--- src/rtl/cfa_pkg.sv ---
// rtl/cfa_pkg.sv - shared site, pattern, state and tag definitions for the CFA scheduler
package cfa_pkg;

    // CFA site codes, expressed on the RGGB base grid
    localparam logic [1:0] SITE_R  = 2'd0;
    localparam logic [1:0] SITE_GR = 2'd1;
    localparam logic [1:0] SITE_GB = 2'd2;
    localparam logic [1:0] SITE_B  = 2'd3;

    // Bayer pattern codes; each is the XOR offset applied to {row[0], col[0]}
    localparam logic [1:0] PAT_RGGB = 2'd0;
    localparam logic [1:0] PAT_GRBG = 2'd1;
    localparam logic [1:0] PAT_GBRG = 2'd2;
    localparam logic [1:0] PAT_BGGR = 2'd3;

    typedef enum logic [1:0] {
        ST_IDLE   = 2'd0,
        ST_ACTIVE = 2'd1,
        ST_FLUSH  = 2'd2
    } state_t;

    // Tag layout {site[1:0], sof, eol, eof}; the valid flag rides above it in the delay line
    localparam int TAG_W    = 5;
    localparam int TAG_EOF  = 0;
    localparam int TAG_EOL  = 1;
    localparam int TAG_SOF  = 2;
    localparam int TAG_SITE = 3;

    function automatic logic [1:0] site_decode(input logic row0, input logic col0,
                                               input logic [1:0] pat);
        return {row0 ^ pat[1], col0 ^ pat[0]};
    endfunction

endpackage

--- src/rtl/cfa_tag_delay.sv ---
// rtl/cfa_tag_delay.sv - fixed-depth tag shift register with synchronous reset
module cfa_tag_delay #(
    parameter int W     = 6,
    parameter int DEPTH = 3
) (
    input  logic         clk,
    input  logic         rst,
    input  logic [W-1:0] data_in,
    output logic [W-1:0] data_out
);

    logic [W-1:0] stage [DEPTH];

    // Shift one stage per cycle, never stalls; reset drops everything in flight
    always_ff @(posedge clk) begin
        if (rst) begin
            for (int i = 0; i < DEPTH; i++) begin
                stage[i] <= '0;
            end
        end else begin
            stage[0] <= data_in;
            for (int i = 1; i < DEPTH; i++) begin
                stage[i] <= stage[i-1];
            end
        end
    end

    assign data_out = stage[DEPTH-1];

endmodule

--- src/rtl/cfa_site_scheduler.sv ---
// rtl/cfa_site_scheduler.sv - Bayer site tracking, interpolator select and aligned tag delay
module cfa_site_scheduler
    import cfa_pkg::*;
#(
    parameter int IMG_W     = 640,
    parameter int IMG_H     = 480,
    parameter int CNT_BW    = 12,
    parameter int PIPE_LAT  = 3,
    parameter int BAYER_PAT = 0
) (
    input  logic              clk,
    input  logic              rst,
    input  logic              in_valid,
    input  logic              in_sof,
    output logic [1:0]        site,
    output logic              sel_rb_on_g,
    output logic              sel_on_rb,
    output logic [CNT_BW-1:0] col,
    output logic [CNT_BW-1:0] row,
    output logic              out_valid,
    output logic [1:0]        out_site,
    output logic              out_sof,
    output logic              out_eol,
    output logic              frame_done,
    output logic              sof_err
);

    localparam logic [1:0]        PAT      = 2'(BAYER_PAT);
    localparam logic [CNT_BW-1:0] LAST_COL = CNT_BW'(IMG_W - 1);
    localparam logic [CNT_BW-1:0] LAST_ROW = CNT_BW'(IMG_H - 1);

    state_t            state;
    logic              restart;
    logic              accept;
    logic [CNT_BW-1:0] eff_row;
    logic [CNT_BW-1:0] eff_col;
    logic              at_eol;
    logic              at_eof;
    logic              is_green;
    logic [TAG_W:0]    tag_in;
    logic [TAG_W:0]    tag_out;

    // Decode the current pixel; an sof restarts the grid at (0,0) for this very pixel
    always_comb begin
        restart  = in_valid && in_sof;
        accept   = in_valid && (state == ST_ACTIVE || in_sof);
        eff_row  = restart ? '0 : row;
        eff_col  = restart ? '0 : col;
        site     = site_decode(eff_row[0], eff_col[0], PAT);
        is_green = (site == SITE_GR) || (site == SITE_GB);
        at_eol   = (eff_col == LAST_COL);
        at_eof   = at_eol && (eff_row == LAST_ROW);
        tag_in   = accept ? {1'b1, site, restart, at_eol, at_eof} : '0;
    end

    assign sel_rb_on_g = accept && is_green;
    assign sel_on_rb   = accept && !is_green;

    // Frame FSM with raster counters; FLUSH holds until the eof tag leaves the delay line
    always_ff @(posedge clk) begin
        if (rst) begin
            state   <= ST_IDLE;
            row     <= '0;
            col     <= '0;
            sof_err <= 1'b0;
        end else begin
            sof_err <= restart && (state == ST_ACTIVE) && (row != '0 || col != '0);
            if (accept) begin
                if (at_eof) begin
                    row   <= '0;
                    col   <= '0;
                    state <= ST_FLUSH;
                end else if (at_eol) begin
                    row   <= eff_row + 1'b1;
                    col   <= '0;
                    state <= ST_ACTIVE;
                end else begin
                    row   <= eff_row;
                    col   <= eff_col + 1'b1;
                    state <= ST_ACTIVE;
                end
            end else if (state == ST_FLUSH && frame_done) begin
                state <= ST_IDLE;
            end
        end
    end

    cfa_tag_delay #(
        .W     (TAG_W + 1),
        .DEPTH (PIPE_LAT)
    ) u_tag_delay (
        .clk      (clk),
        .rst      (rst),
        .data_in  (tag_in),
        .data_out (tag_out)
    );

    // Tail stage is zero for bubbles, so each field can drive its output directly
    always_comb begin
        out_valid  = tag_out[TAG_W];
        out_site   = tag_out[TAG_SITE +: 2];
        out_sof    = tag_out[TAG_SOF];
        out_eol    = tag_out[TAG_EOL];
        frame_done = tag_out[TAG_W] && tag_out[TAG_EOF];
    end

endmodule
--- config.mk ---
export PLATFORM = sky130hd
export DESIGN_NAME = cfa_site_scheduler
export DESIGN_NICKNAME = d
export VERILOG_FILES = /design/src/rtl/cfa_pkg.sv /design/src/rtl/cfa_tag_delay.sv /design/src/rtl/cfa_site_scheduler.sv
export SDC_FILE = /design/constraint.sdc
export NUM_CORES = 1
export LEC_CHECK = 0
export CAP_MARGIN = 20
export CORE_MARGIN = 2
export CORE_UTILIZATION = 55
export CTS_BUF_LIST = sky130_fd_sc_hd__clkbuf_4
export CTS_CLUSTER_DIAMETER = 50
export DETAILED_ROUTE_END_ITERATION = 8
export GPL_ROUTABILITY_DRIVEN = 0
export GPL_TIMING_DRIVEN = 0
export PLACE_DENSITY = 0.86
export RECOVER_POWER = 100
export SLEW_MARGIN = 20
export SYNTH_ARGS = -nofsm -noshare
export SYNTH_HDL_FRONTEND = slang
export SYNTH_HIERARCHICAL = 1
export SYNTH_SLANG_ARGS = --single-unit
--- constraint.sdc ---
create_clock -name clk -period 4.2 [get_ports clk]
set_input_delay 0.84 -clock clk [delete_from_list [all_inputs] [get_ports clk]]
set_output_delay 0.84 -clock clk [all_outputs]
set_load 0.005 [all_outputs]
==> impl_metrics.toml <==
[cts]
htree_levels = 2
ctsResizeCount = 0
tritoncts = "built"
cts.sinks = 45
cts_buffers = 5
cts-hold-fix-buffers = 0
clk_pin_slew_ns = 0.14
clkLatencyLatePin_ns = 0.37
post-cts-setup-buffer-count = 0
clock-root-buffer = "clkbuf_4"
ctsLongestPathBuffers = 2

[sta]
rsz0062_at_grt = "false"
hold_viol = 0
fmax_mhz = 251.7
layout_setup_ws_ns = 0.2267
drv_slew = 0
period_share_pct = 94.60
finalCriticalPeriod_ns = 3.973
finalSetupViolCount = 0
relSlewSlack_pct = 54.77
tightest_slew_ns = 0.6713
fin_skew_ns = 0.01927

[synth]
synth_area_leaders = "dfxtp_1 (42%), nor2_1 (3.9%), nor2b_1 (3.8%)"
synthFlopType = "dfxtp_1"
syn_area_um2 = 2136
synth_warnings = 6
syn_nets = 263
ys_types = 48
avgSynthCellArea_um2 = 8.310
syn-instance-count = 257
synth_top_area_share_pct = 42.18
synth-edff-count = 0
yosysSeqAreaShare_pct = 42.18
async_flop_share_pct = 0
synth_top_cell_by_area = "dfxtp_1"
ys_seq_elements = 45

[worst_hold_path]
hold_end = "u_tag_delay/stage[0][14]$_SDFF_PP0_"
holdPathStages = 1
hold_start = "u_tag_delay/stage[0][8]$_SDFF_PP0_"
min_path_type = "reg2reg"

[worst_setup_path]
r2r-end = "state[1]$_SDFFE_PP0P_"
start_kind = "input pin"
cp_max_fo = 10
worstPathArrival_ns = 3.13
crit_type = "in2out"
r2r_start = "col[0]$_SDFFE_PP0P_"
rrSetupSlack_ns = 1.57
worst_setup_path_end_kind = "output pin"
critPathRequiredTime_ns = 3.36
reg2reg_depth = 9

[run]
cap_violations = 0

[floorplanning]
fp.dieW_um = 66.32
fp-row-count = 22
coreArea_um2 = 3689
fp.dieH_um = 66.32
ios = 39
dieArea_um2 = 4398
initial_core_util_pct = 57.90

[finish]
utilization_pct = 71.23
antennaDiodeCount = 0
fillers = 306
final_nets = 308
drive_gt1_share_pct = 7.261
final_common_cell = "dfxtp_1"
syn_to_final_growth_pct = 23.02
final_cell_mix = "dfxtp_1 (45), dlygate4sd3_1 (35), nor2_1 (22), nand2_1 (20), o21ai_0 (17)"

[power]
switching_share_pct = 26.95
clkPwrFrac_pct = 30.9
seqPwrFrac_pct = 61.4
cellPowerDensity_nw_per_um2 = 269.3
power_leakage_nw = 1.054
vdd_drop_max_mv = 0.1580
power.switching_uw = 190.7
power_frac_comb_pct = 7.7
intPower_uw = 516.9

[status]
outcome = "complete, no violations"

[global_routing]
grt_pass1_vias = 1933
grt_max_degree = 16
groute.usage.overall_pct = 26.86
gr-total-overflow = 0
antenna_found_initial = 0
grt_first_pass_wirelength_um = 9039

[route]
drt-pass1-iter-count = 5
viasPerCell = 6.068
num_vias = 2130
wl_per_cell_um = 15.61
routed_wl_um = 5479
initialDrtViolationCount = 127
drc = 0
ant_nets = 0

[placed_design]
hpwl_um = 3818
post-place-ws_ns = -0.2533
io_buffer_count = 38
## sequential cells by signal (all words and copies together), names as in the netlist
signal,count
col,12
row,12
sof_err,1
state,2
u_tag_delay/stage,18
## worst max-delay path, cell delays in order
cell	delay (ns)
clkdlybuf4s50_1	0.51
nand2_1	0.15
clkbuf_1	0.42
clkbuf_1	0.50
nor3_1	0.11
dlygate4sd3_1	0.60
## synthesized netlist by cell type, drive strengths merged, types with 3 or more instances
master and instances:
xor2 4, dfxtp 45, o211ai 4, o21ai 17, nor3 11, a21oi 10, and3 3, nor2 22
nand3 16, nand4 10, a32oi 3, buf 10, nor4 5, and2b 7, inv 7, a31oi 4
nor2b 13, or3 3, clkbuf 8, nand2 20, and2 7, nand2b 4
## metal layers
metal	GRT usage [%]	vias up	share of wire, %
li1	-	1007	-
met1	34.96	960	42
met2	42.88	140	45
met3	6.133	23	10
met4	10.71	0	2.9
met5	0	-	0
## per-stage QoR
step	total power [mW]	std cells	setup TNS [ns]	cell area [um2]	hold WS (ns)
3_5_place_dp	0.4985	343	-1.451	2576	0.4280
5_1_grt	0.7320	351	0	2628	0.4744
4_1_cts	0.7074	351	0	2635	0.4604
2_1_floorplan	0.4747	257	0	2136	0.4109
6_report	0.7076	351	0	2628	0.4572
3_3_place_gp	0.4971	343	-0.8274	2576	0.4147
## area by class of cell
| type | count | area, um2 | share of cell area (%) |
|---|---|---|---|
| inverters | 7 | 26.28 | 1.000 |
| flip-flops and latches | 45 | 900.9 | 34.29 |
| multi-input cells | 187 | 1109 | 42.19 |
| clock buffers | 5 | 37.54 | 1.429 |
| well taps | 48 | 60.06 | 2.286 |
| repair buffers | 38 | 380.4 | 14.48 |
| clock inverters | 3 | 21.27 | 0.8095 |
| plain buffers | 18 | 92.59 | 3.524 |
## cell families (layout without fill, tap and decap cells)
kind of cell             count (synthesis)  in the layout  share of synthesized area (%)
adder cells (fa/ha/maj)                  2              2                          1.171
AO/OA/AOI/OAI                           51             51                          15.70
XOR/XNOR                                 5              5                          2.050
buffers and inverters                   25             71                          5.683
flip-flops                              45             45                          42.18
AND/OR/NAND/NOR                        129            129                          33.22
## worst max path at each step
stage / startpoint / to / slack, ns / depth (start not counted)
after floorplan: in_valid / row[4]$_SDFFE_PP0P_ / 1.06 / 11
after global placement: in_valid / row[4]$_SDFFE_PP0P_ / -0.21 / 12
after detailed placement: in_valid / row[4]$_SDFFE_PP0P_ / -0.25 / 12
after CTS: in_valid / row[4]$_SDFFE_PP0P_ / 0.11 / 12
after global routing: in_valid / sel_rb_on_g / 0.11 / 6
final: in_valid / sel_rb_on_g / 0.23 / 6
## power by group through the flow
stage | Sequential [mW] | Clock [mW] | Combinational, mW
after floorplan | 0.442 | 0 | 0.0322
after global routing | 0.435 | 0.238 | 0.0587
after detailed placement | 0.444 | 0 | 0.0545
after CTS | 0.435 | 0.218 | 0.0548
final | 0.434 | 0.219 | 0.0543
after global placement | 0.444 | 0 | 0.0535
Power figures use the tool's default switching activity.
